==> src/rtl/uart_tx_frame.sv <==
// rtl/uart_tx_frame.sv - UART frame serializer: start, LSB-first data, optional parity, stop
//
// Ports:
//   CLK        TX bit clock, one serial bit per rising edge
//   RST        asynchronous active-high reset
//   P_DATA     parallel byte to send, sampled on the accept edge
//   Data_Valid send request, honoured only in IDLE or STOP
//   PAR_EN     append parity bit, sampled on the accept edge
//   PAR_TYP    0 even / 1 odd parity, sampled on the accept edge
//   TX_OUT     registered serial line, idles high
//   Busy       registered, high while a frame occupies the line
module uart_tx_frame #(
  parameter int DATA_WIDTH = 8
) (
  input  logic                  CLK,
  input  logic                  RST,
  input  logic [DATA_WIDTH-1:0] P_DATA,
  input  logic                  Data_Valid,
  input  logic                  PAR_EN,
  input  logic                  PAR_TYP,
  output logic                  TX_OUT,
  output logic                  Busy
);

  localparam int CNT_W = (DATA_WIDTH > 1) ? $clog2(DATA_WIDTH) : 1;
  localparam logic [CNT_W-1:0] LAST_BIT = CNT_W'(DATA_WIDTH - 1);

  typedef enum logic [2:0] {
    S_IDLE,
    S_START,
    S_DATA,
    S_PARITY,
    S_STOP
  } state_e;

  state_e                state_q, state_d;
  logic [DATA_WIDTH-1:0] data_q, data_d;
  logic [CNT_W-1:0]      cnt_q, cnt_d;
  logic                  par_en_q, par_en_d;
  logic                  par_bit_q, par_bit_d;
  logic                  tx_q, tx_d;
  logic                  busy_q, busy_d;
  logic                  accept;

  // A new frame can only be taken when the line is idle or finishing its stop bit.
  assign accept = Data_Valid && ((state_q == S_IDLE) || (state_q == S_STOP));

  always_ff @(posedge CLK or posedge RST) begin
    if (RST) begin
      state_q   <= S_IDLE;
      data_q    <= '0;
      cnt_q     <= '0;
      par_en_q  <= 1'b0;
      par_bit_q <= 1'b0;
      tx_q      <= 1'b1;
      busy_q    <= 1'b0;
    end else begin
      state_q   <= state_d;
      data_q    <= data_d;
      cnt_q     <= cnt_d;
      par_en_q  <= par_en_d;
      par_bit_q <= par_bit_d;
      tx_q      <= tx_d;
      busy_q    <= busy_d;
    end
  end

  always_comb begin
    state_d   = state_q;
    data_d    = data_q;
    cnt_d     = cnt_q;
    par_en_d  = par_en_q;
    par_bit_d = par_bit_q;
    tx_d      = 1'b1;
    busy_d    = 1'b0;

    case (state_q)
      S_IDLE:   if (accept) state_d = S_START;
      S_START:  state_d = S_DATA;
      S_DATA: begin
        if (cnt_q == LAST_BIT) begin
          state_d = par_en_q ? S_PARITY : S_STOP;
        end else begin
          cnt_d = cnt_q + CNT_W'(1);
        end
      end
      S_PARITY: state_d = S_STOP;
      S_STOP:   state_d = accept ? S_START : S_IDLE;
      default:  state_d = S_IDLE;
    endcase

    if (accept) begin
      data_d    = P_DATA;
      par_en_d  = PAR_EN;
      par_bit_d = (^P_DATA) ^ PAR_TYP;
      cnt_d     = '0;
    end

    // Outputs are registered, so they are derived from the state being entered.
    // In DATA the shift register's LSB is the bit for the coming cycle; shifting
    // as it is consumed keeps the next bit in position 0.
    case (state_d)
      S_IDLE:   tx_d = 1'b1;
      S_START:  tx_d = 1'b0;
      S_DATA: begin
        tx_d   = data_q[0];
        data_d = data_q >> 1;
      end
      S_PARITY: tx_d = par_bit_q;
      S_STOP:   tx_d = 1'b1;
      default:  tx_d = 1'b1;
    endcase
    busy_d = (state_d != S_IDLE);
  end

  assign TX_OUT = tx_q;
  assign Busy   = busy_q;

endmodule

==> config.mk <==
export PLATFORM = sky130hd
export DESIGN_NAME = uart_tx_frame
export DESIGN_NICKNAME = d
export VERILOG_FILES = /design/src/rtl/uart_tx_frame.sv
export SDC_FILE = /design/constraint.sdc
export NUM_CORES = 1
export LEC_CHECK = 0
export ABC_AREA = 1
export BUFFER_PORTS_ARGS = -buffer_cell sky130_fd_sc_hd__buf_4
export CAP_MARGIN = 10
export CORE_AREA = 2 2 45 47
export CTS_BUF_LIST = sky130_fd_sc_hd__clkbuf_16
export DETAILED_ROUTE_END_ITERATION = 10
export DIE_AREA = 0 0 47 49
export GPL_ROUTABILITY_DRIVEN = 0
export PLACE_DENSITY = 0.84
export REMOVE_ABC_BUFFERS = 1
export SKIP_LAST_GASP = 1
export SYNTH_ARGS = -nofsm -noshare
export SYNTH_HDL_FRONTEND = slang
export SYNTH_SLANG_ARGS = --single-unit
==> constraint.sdc <==
create_clock -name CLK -period 2.5 [get_ports CLK]
set_clock_uncertainty 0.1 [all_clocks]
set_input_delay 0.25 -clock CLK [delete_from_list [all_inputs] [get_ports CLK]]
set_output_delay 0.25 -clock CLK [all_outputs]
set_load 0.01 [all_outputs]
Word level (Yosys, flattened, before mapping)
Cells that the tools add are included.

word-level totals
  flip-flop bits (word level) = 18
  input bits = 13
  word-level logic and storage cells = 37

cells by class
  add/sub/neg operators = 1
  equality and inequality tests = 9
  mux-type cells = 11
  bitwise gates (word level) = 1
  reduce and logical (&&, ||, !) cells = 8

operators by type and width
  operator                                                                number
  3-bit two-way mux                                                       6
  8-bit two-way mux                                                       2
  3-bit case mux with 5 select lines                                      1
  3-bit by 2-bit equality test with 1-bit output (second input constant)  4
  8-bit parity                                                            1
  3-bit by 1-bit equality test with 1-bit output (second input constant)  2
  3-bit equality test (second input constant)                             2
  2-bit nonzero test                                                      2
  3-bit by 1-bit adder with 3-bit output (second input constant)          1
  3-bit zero test                                                         1
  1-bit case mux with 3 select lines                                      1
  3-bit nonzero test                                                      1
  2-bit != test (second input constant)                                   1
  2-bit AND reduction                                                     1
  1-bit logical AND                                                       1
  1-bit logical OR                                                        1
  1-bit two-way mux                                                       1
  1-bit XOR                                                               1

Logic depth before layout (Yosys ltp)
Gate-level depths: netlist of the first run.

  depth after elaboration = 7
  mapped depth = 10

Worst setup path after synthesis of the first run
OpenSTA, ideal clock, no wires.

  path kind = reg-to-reg
  start = reg cnt_q[0]
  end = reg data_q[0]
  setup time = 66 ps
  data arrival time = 1356 ps
  data required time = 2334 ps
  setup slack = 978 ps
  cell stages (with the launch flop) = 10
  path buffers = 0
  clock period less this slack = 1522 ps
  path through = dfrtp_1 ha_1 ha_1 nand2_1 nand2_1 a21oi_4 nand2_4 inv_4 nand2_1 nand3_2

on the way
  cells in the longest elaborated chain, start to end = 5

RTL lines
  item                                                            RTL line  text
  start: declaration                                              38        logic [CNT_W-1:0] cnt_q, cnt_d;
  start signal: assignment                                        60        cnt_q <= cnt_d;
  3-bit equality test (*)                                         81        if (cnt_q == LAST_BIT) begin
  3-bit two-way mux (*)                                           81
  3-bit case mux with 5 select lines (*)                          77        case (state_q)
  via state_d[1]                                                  36        state_e state_q, state_d;
  3-bit by 2-bit equality test with 1-bit output (*)              102       case (state_d)
  8-bit two-way mux / 2-bit nonzero test (equally long branches)  -
  end signal: assignment                                          59        data_q <= data_d;
  end: declaration                                                37        logic [DATA_WIDTH-1:0] data_q, data_d;

The timed path passes the listed nets; every way through them passes the cells marked *.
A chain may end at the register's enable or synchronous reset.

Worst setup path in the final report of the first run
  start = reg cnt_q[0]
  end = reg data_q[1]

The elaborated chain is that of the path after synthesis.

==> results.ini, run 1 <==
[job]
cap_violations=0

[sta]
drv_slew=0
finalHoldViolations=0
rsz0062_at_grt=no
layout_min_cycle_time_ps=1672
max_freq_mhz=598.2
tightestPinTransition_ps=682.5
layout_worst_path_cycle_share_pct=66.87
tns_ps=0
setup_viol=0
whs_ps=11.31
postLayoutSetupSlackWorst_ps=828.3
relSlewSlack_pct=54.45

[worst_setup_path]
timing.rr.end=data_q[1]
reg2regPathDepth=9
reg2reg_slack_ps=830
crit_start=cnt_q[0]
start_kind=flop
critPathSlowestCell=dfrtp_1
crit_path_max_incr_delay_ps=380
critical_path.endpoint=data_q[1]
worstPathRequired_ps=2590
worstSetupPathType=reg2reg
cp_max_fo=10
cp-end-kind=flop
critPathArrivalTime_ps=1760
r2r_start=cnt_q[0]
crit_path_cell_trace=ha_1, ha_1, nand2_1, nand2_1, a21oi_4, nand2_4, inv_4, nand2_1, nand3_2
worst_path_most_repeated_cell=nand2_1

[global_routing]
antenna_found_initial=0
first_global_vias=871
grt_pass1_wl_mm=3.436
overflow=0
grt_max_degree=19
grtUsageTotal_pct=21.13

[yosys]
synth_seq_cells=18
synth_area_per_cell_um2=7.779
synth_top_cell_by_area=dfrtp_1
synth_area_um2=1003
yosysTopAreaCellShare_pct=42.39
syn_inst=129
synth_warnings=0
synthTopCellsByArea=dfrtp_1 42%, nand2_1 16%, nand3_1 8.5%
seq_area_frac_synth_pct=45.01
yosysUniqueCellTypes=20

[floorplan]
die_area_um2=2303
rows=16
fp.coreArea_um2=1842
chipHeight_um=49
start_util_pct=54.48
num_io_pins=15
die_w_um=47

[clock_tree]
cts_num_sinks=18
cts_tree=yes
numCtsBuffers=3
post-cts-setup-buffers=0
clk_pin_slew_ps=50
clkLatencyLatePin_ps=250
clockBufferDepth=2
cts-root-buf=clkbuf_16
htree_levels=1
ctsResizeCount=0
cts_hold_buf=0

[layout]
finalNetCount=161
drive_above_1_share_pct=24.14
layout_commonest_cell=nand2_1
fillers=178
num_antenna_cells=0
final_util_pct=65.76
fin_area_um2=1211
synthToLayoutAreaGrowth_pct=20.70
layout.cells.non_filler=172
final_cell_mix=44 x nand2_1, 18 x inv_1, 17 x dfrtp_1, 17 x nand3_1, 14 x buf_4

[outcome]
status=completed

[place]
place_area_um2=1132
dp.cells=168
place_ws_ps=846.2
portBuffers=14
dp.final_hpwl_mm=1.480

[power_and_ir_drop]
seqPwrFrac_pct=36.8
p_per_area_nw_per_um2=1176
internal-power_mw=0.8676
p_leak_nw=0.6847
peakVddDrop_v=0.0005037
power_frac_clock_pct=22.2
p_sw_mw=0.5562
p_comb_share_pct=41.0
p_sw_share_pct=39.06
totalPowerFinal_mw=1.424

[detailed_routing]
antenna_left=0
routed_via_density=4.994
routedWlPerCell_um=11.27
vias=859
dr.pass1.iters=3
drcViolationCount=0
routed_wl_mm=1.939
drtIter0Drc=12

[hold_path]
hold_class=in2async

-- cells by family after synthesis --
group	Yosys count	synth area share, %
AOI/OAI and AO/OA	8	5.486
adders and majority gates	2	2.493
buffers and inverters	23	9.102
and+or+nand+nor	77	37.03
DFF	18	45.01
xor gates and xnor gates	1	0.8730
-- cells in the mapped netlist (all sizes together) --
cell and n:
nand2 48, nand3 24, inv 21, dfrtp 17
o21ai 6, nor2 5, a21oi 2, buf 2
ha 2, dfstp 1, xor2 1
-- cell type report --
| class | count | area, µm² | area share, % |
|---|---|---|---|
| Multi-Input combinational cell | 88 | 460.4 | 38.02 |
| Sequential cell | 18 | 451.7 | 37.29 |
| Timing Repair Buffer | 14 | 105.1 | 8.678 |
| Inverter | 21 | 81.33 | 6.715 |
| Clock buffer | 3 | 75.07 | 6.198 |
| Tap cell | 27 | 33.78 | 2.789 |
| Clock inverter | 1 | 3.754 | 0.3099 |
-- sequential cells by signal, summed over array words and instances (netlist names) --
name / count
par_bit_q: 1
state_q: 3
par_en_q: 1
cnt_q: 3
Busy: 1
data_q: 8
TX_OUT: 1
-- how the worst min path moves through the flow --
stage	start	end	slack, ps	depth (start not counted)
2_1_floorplan	RST	Busy	90	1
3_5_place_dp	RST	cnt_q[1]	290	2
3_3_place_gp	RST	cnt_q[1]	280	2
6_report	RST	cnt_q[1]	10	2
4_1_cts	RST	data_q[5]	30	2
5_1_grt	RST	data_q[5]	70	2
-- per-layer routing --
metal | up-vias | track usage [%] | wire (µm) | share of wire [%]
met5 | - | 0 | 0 | 0
met4 | 0 | 16.20 | 97 | 5.0
met3 | 9 | 4.444 | 49 | 2.5
met2 | 18 | 31.74 | 920 | 47
met1 | 398 | 25.06 | 871 | 45
li1 | 434 | - | - | -
-- critical path, delay by kind of cell (launching register included) --
family,cells,cell delay (ps)
adders and majority gates,2,400
buffers and inverters,1,100
DFF,1,380
AOI/OAI and AO/OA,1,190
and+or+nand+nor,5,430
-- power by group through the flow --
stage	registers [mW]	clock network (mW)	logic [mW]
CTS	0.524	0.324	0.587
floorplan	0.511	0	0.445
global route	0.539	0.336	0.656
global placement	0.520	0	0.553
finish	0.524	0.316	0.584
detailed placement	0.525	0	0.582
Power figures use the tool's default switching activity.
==> run 2: changes to the inputs <==
CORE_AREA = 2 2 49 51   (was 2 2 45 47)
DIE_AREA = 0 0 51 53   (was 0 0 47 49)
PLACE_DENSITY = 0.76   (was 0.84)
clock period = 1.5 ns   (was 2.5 ns; I/O delays follow)
==> run 2 against run 1 <==
  * The flow now finishes with violations (negative setup slack)
  * Critical endpoint is now data_q[0]
  * Critical path depth down 1
  * Sequential power rose by 67%
  * Clock power grew 71%
  * Hold slack better by 1.0 ps
  * Non-clock buffer count is 6 higher
  * Sequential cell count unchanged
  * Die area up 17%
  * Largest cell class unchanged
==> results.ini, run 2 (same netlist as run 1, synthesis figures left out) <==
[outcome]
status=finished with violations
violations=negative setup slack

[clock_tree]
clk_pin_slew_ps=50  ; about the same
cts_tree=yes
clkLatencyLatePin_ps=250  ; about the same
cts_num_sinks=18  ; unchanged
clockBufferDepth=2  ; unchanged
cts-root-buf=clkbuf_16
numCtsBuffers=3  ; unchanged
htree_levels=1  ; unchanged

[worst_setup_path]
worstSetupPathType=reg2reg
cp_max_fo=5  ; -5
critPathArrivalTime_ps=1610  ; -150 ps
cp-end-kind=flop
start_kind=flop
worstPathRequired_ps=1540  ; -1050 ps

[floorplan]
start_util_pct=46.71  ; -7.8 points
num_io_pins=15  ; unchanged
fp.coreArea_um2=2148  ; +17%
chipHeight_um=53  ; +8.2%
die_w_um=51  ; +8.5%
die_area_um2=2703  ; +17%
rows=17  ; +1

[layout]
regMostFlops=data_q
final-seq-area_um2=451.7  ; unchanged
fin_area_um2=1304  ; +7.6%
final_cell_mix=40 x nand2_1, 19 x buf_4, 18 x inv_1, 17 x dfrtp_1, 17 x nand3_1
top_regs=data_q: 8 flops, cnt_q: 3 flops, state_q: 3 flops
layout.cells.non_filler=180  ; +4.7%
final_util_pct=60.69  ; -5.1 points
drive_above_1_share_pct=30.92  ; +6.8 points
synthToLayoutAreaGrowth_pct=29.93
layout_commonest_cell=nand2_1
fillers=193  ; +8.4%
num_antenna_cells=0  ; unchanged
finalNetCount=168  ; +4.3%
multi_input_area_um2=501.7  ; +9.0%
largest_register_ffs=8  ; unchanged

[place]
place_ws_ps=-165.3  ; -1012 ps
dp.final_hpwl_mm=1.476  ; -0.28%
dp.cells=173  ; +3.0%
portBuffers=14  ; unchanged
place_area_um2=1164  ; +2.8%

[detailed_routing]
dr.pass1.iters=4  ; +1
antenna_left=0  ; unchanged
routed_wl_mm=2.020  ; +4.2%
routedWlPerCell_um=11.22  ; -0.45%
routed_via_density=4.783  ; -4.2%
vias=861  ; +0.23%
drtIter0Drc=16  ; +4
drcViolationCount=0  ; unchanged

[power_and_ir_drop]
p_leak_nw=0.7151  ; +4.4%
peakVddDrop_v=0.0007694  ; +53%
p_per_area_nw_per_um2=1963  ; +67%
totalPowerFinal_mw=2.559  ; +80%

[sta]
tns_ps=-467.5  ; -467.5 ps
layout_worst_path_cycle_share_pct=104.6  ; +38 points
postLayoutSetupSlackWorst_ps=-69.29  ; -897.6 ps
relSlewSlack_pct=77.20  ; +23 points
max_freq_mhz=637.2  ; +6.5%
whs_ps=12.34  ; +1.032 ps
rsz0062_at_grt=yes
setup_viol=9  ; +9
drv_slew=0  ; unchanged
finalHoldViolations=0  ; unchanged
tightestPinTransition_ps=339.8  ; -342.8 ps
layout_min_cycle_time_ps=1569  ; -102.4 ps

[global_routing]
antenna_found_initial=0  ; unchanged
grt_max_degree=19  ; unchanged
grt_pass1_wl_mm=3.519  ; +2.4%
grtUsageTotal_pct=17.98  ; -3.2 points
overflow=0  ; unchanged
first_global_vias=838  ; -3.8%

[hold_path]
hold_class=in2reg

[job]
cap_violations=0  ; unchanged

## run 2: changes by cell type in the layout (fill, tap and decap cells not counted)
cell and change:
buf_4 +5, inv_6 +1, inv_4 -1, ha_1 -2
nand2_2 +5, dlygate4sd3_1 +1, ha_4 +2, nand2_1 -4
## run 2: routing by layer
metal | vias to the layer above | global-route usage (%) | share of wire, %
met5 | - | 0 | 0
met4 | 0 | 8.108 | 2.1
met3 | 3 | 3.390 | 3.8
met2 | 19 | 30.95 | 48
met1 | 392 | 21.75 | 46
li1 | 447 | - | -
## run 2: cell type report
type / count / share of cell area (%)
timing repair buffer: 20 / 11.71
clock inverter: 1 / 0.2879
tap: 28 / 2.687
sequential: 18 / 34.64
inverter: 21 / 6.430
multi-input combinational: 89 / 38.48
clock buffer: 3 / 5.758
## run 2: critical path, cell delays in order (launching register included)
cell	delay (ps)
dfrtp_1	400
ha_4	180
ha_4	160
nand2_2	50
nand2_2	60
a21oi_4	210
nand2_2	130
nand3_1	110
nand3_2	60
## run 2: final timing paths
| kind | start | end | slack [ps] | cells after the start |
|---|---|---|---|---|
| max | cnt_q[1] | data_q[0] | -70 | 8 |
| min | PAR_EN | par_en_q | 10 | 3 |
| max reg2reg | cnt_q[1] | data_q[0] | -70 | 8 |
| min reg2reg | state_q[2] | state_q[2] | 330 | 1 |
| max in group asynchronous | RST | TX_OUT | 670 | 4 |
| min in group asynchronous | RST | cnt_q[1] | 370 | 4 |
## run 2: power by group
part	switching, mW	total, mW	internal (mW)
Combinational	0.676	1.14	0.467
Sequential	0.148	0.876	0.728
Clock	0.186	0.541	0.355
Total	1.01	2.56	1.55
## run 2: what timing repair did
action                                  in CTS  in global routing
buffers inserted                             0                  1
pin swaps                                    4                  1
cloned                                       1                  0
endpoints found under the setup margin      10                 12
resized for setup                            8                  1
hold buffers                                 1                  0
hold endpoints to repair                    17                  0
==> run 3: changes to the inputs <==
ABC_AREA = not set   (was 1)
CORE_AREA = 2 2 47 49   (was 2 2 49 51)
DIE_AREA = 0 0 49 51   (was 0 0 51 53)
PLACE_DENSITY = 0.75   (was 0.76)
==> run 3 against run 2 <==
  * Via count down 18%
  * Count of clock-buffer cells in the layout did not move
  * Synthesized area shrank 11%
  * Global-route usage decreased by 1.8 points
  * Sequential power fell by 2%
  * Non-clock buffer count up 10
  * Critical path depth down 1
  * Synthesized cell count shrank 40%
  * The flow still finishes with violations (negative setup slack)
  * Critical endpoint is now data_q[5]
  * Hold slack better by 58 ps
==> results.ini, run 3 <==
[outcome]
status=finished with violations
violations=negative setup slack

[global_routing]
overflow=0  ; unchanged
grtUsageTotal_pct=16.15  ; -1.8 points
grt_max_degree=19  ; unchanged
antenna_found_initial=0  ; unchanged
grt_pass1_wl_mm=3.022  ; -14%
first_global_vias=723  ; -14%

[power_and_ir_drop]
totalPowerFinal_mw=2.617  ; +2.3%
p_leak_nw=0.6436  ; -10%
p_per_area_nw_per_um2=2001  ; +2.0%
peakVddDrop_v=0.001033  ; +34%

[sta]
layout_worst_path_cycle_share_pct=124.6  ; +20 points
rsz0062_at_grt=yes
drv_slew=0  ; unchanged
relSlewSlack_pct=83.80  ; +6.6 points
max_freq_mhz=535.1  ; -16%
whs_ps=70.14  ; +57.80 ps
tightestPinTransition_ps=243.0  ; -96.76 ps
setup_viol=14  ; +5
layout_min_cycle_time_ps=1869  ; +299.6 ps
postLayoutSetupSlackWorst_ps=-368.9  ; -299.6 ps
finalHoldViolations=0  ; unchanged

[detailed_routing]
vias=702  ; -18%
routed_via_density=5.050  ; +5.6%
routed_wl_mm=1.780  ; -12%
dr.pass1.iters=4  ; unchanged
drcViolationCount=0  ; unchanged
drtIter0Drc=4  ; -12
antenna_left=0  ; unchanged
routedWlPerCell_um=12.81  ; +14%

[worst_setup_path]
crit_path_cell_trace=ha_2, ha_4, or3b_4, a21oi_4, buf_6, a22o_1, a21o_1
r2r_start=cnt_q[0]
start_kind=flop
critPathSlowestCell=or3b_4
worstSetupPathType=reg2reg
critPathArrivalTime_ps=1960  ; +350 ps
crit_start=cnt_q[0]
cp_max_fo=4  ; -1
worstPathRequired_ps=1590  ; +50 ps
cp-end-kind=flop
crit_path_max_incr_delay_ps=390  ; about the same

[layout]
final-seq-area_um2=451.7  ; unchanged
finalNetCount=127  ; -24%
layout_commonest_cell=buf_4
final_cell_mix=24 x buf_4, 17 x dfrtp_1, 7 x nand2_1, 7 x a22o_1, 7 x a21o_1
top_regs=data_q: 8 flops, cnt_q: 3 flops, state_q: 3 flops
largest_register_ffs=8  ; unchanged
regMostFlops=data_q
synthToLayoutAreaGrowth_pct=46.77
final_util_pct=63.37  ; +2.7 points
fillers=185  ; -4.1%
drive_above_1_share_pct=40.54  ; +9.6 points
multi_input_area_um2=484.2  ; -3.5%
num_antenna_cells=0  ; unchanged

[floorplan]
chipHeight_um=51  ; -3.8%
die_area_um2=2499  ; -7.5%
num_io_pins=15  ; unchanged
rows=17  ; unchanged
die_w_um=49  ; -3.9%
fp.coreArea_um2=2063  ; -4.0%
start_util_pct=43.18  ; -3.5 points

[yosys]
synth_area_per_cell_um2=11.42  ; +47%
yosysTopAreaCellShare_pct=47.75  ; +5.4 points
yosysUniqueCellTypes=26  ; +30%
synth_warnings=0  ; unchanged
synthArstFlopShare_pct=100.0  ; unchanged
syn_inst=78  ; -40%
synthTopCellsByArea=dfrtp_1 48%, a22o_1 6.9%, a21o_1 5.9%
seq_area_frac_synth_pct=50.70  ; +5.7 points
synth_edf_count=0  ; unchanged
synth_seq_cells=18  ; unchanged
synth_top_cell_by_area=dfrtp_1
synth_area_um2=890.9  ; -11%
synth.most_common_cell=dfrtp_1
synth_commonest_cells=17 x dfrtp_1, 7 x a21o_1, 7 x a22o_1, 7 x nand2_1, 6 x nor2_1
synth_ff_type=dfrtp_1

[job]
cap_violations=0  ; unchanged

[clock_tree]
cts_num_sinks=18  ; unchanged
htree_levels=1  ; unchanged
cts_tree=yes
clk_pin_slew_ps=50  ; about the same
numCtsBuffers=3  ; unchanged
clockBufferDepth=2  ; unchanged
cts-root-buf=clkbuf_16
clkLatencyLatePin_ps=250  ; about the same

[hold_path]
min-delay-start=P_DATA[7]
hold_class=in2reg

[place]
portBuffers=14  ; unchanged
dp.final_hpwl_mm=1.234  ; -16%

[run 3: repair_timing]
| item | CTS | global route |
|---|---|---|
| buffers inserted | 0 | 5 |
| endpoints found under the hold margin | 18 | 0 |
| pin swaps | 8 | 8 |
| gates resized for setup | 6 | 10 |
| setup endpoints to repair | 13 | 13 |
| hold buffers | 2 | 0 |
[run 3: routing by layer]
metal,vias to the layer above,wire length (µm),global-route usage [%]
met5,-,0,0
met1,347,802,18.97
met3,2,53,2.924
met4,0,22,8.571
met2,14,901,28.31
li1,339,-,-
[run 3: cell type report]
class	instances	area share (%)
well taps	28	2.679
multi-input cells	58	37.03
clock inverters	1	0.2871
repair buffers	30	19.43
clock buffers	3	5.742
inverters	1	0.2871
flip-flops and latches	18	34.55
[run 3: path summary, 6_finish.rpt]
path / slack, ps / cells past startpoint / endpoint
worst max-delay path: -370 / 7 / data_q[5]
worst min-delay path: 70 / 3 / data_q[7]
worst max register to register: -370 / 7 / data_q[5]
worst min register to register: 380 / 1 / data_q[2]
max in group asynchronous: 670 / 4 / TX_OUT
min in group asynchronous: 370 / 4 / data_q[3]
[run 3: cells by family (layout without fill, tap and decap cells)]
family / after synthesis / in the layout / synth area share, %
compound gates: 22 / 22 / 18.96
xor+xnor: 8 / 8 / 9.410
fa+ha+maj: 2 / 2 / 2.809
buf+inv: 2 / 35 / 0.9822
flops: 18 / 18 / 50.70
mux: 2 / 2 / 2.247
simple gates: 24 / 24 / 14.89
[run 3: critical path: cells and delay by family, from the launching register on]
family / cells / cell delay, ps
simple gates: 1 / 390
flops: 1 / 380
buf+inv: 1 / 140
compound gates: 3 / 450
fa+ha+maj: 2 / 350
[run 3: where the power goes]
group          leakage [nW]  switching [mW]  total (mW)  internal [mW]
Sequential            0.225           0.139       0.858          0.719
Combinational         0.380           0.526        1.22          0.696
Clock                0.0385           0.183       0.537          0.355
[run 3: metrics by stage]
stage                     std cells  cell area (µm²)  setup WS, ps  setup TNS (ps)
after floorplan                  77            885.9        -391.5           -3783
after global placement          128             1106        -380.2           -4022
after detailed placement        128             1106        -395.0           -4233
after CTS                       134             1231        -364.0           -3972
after global routing            139             1308        -422.4           -4964
final                           139             1308        -368.9           -4127
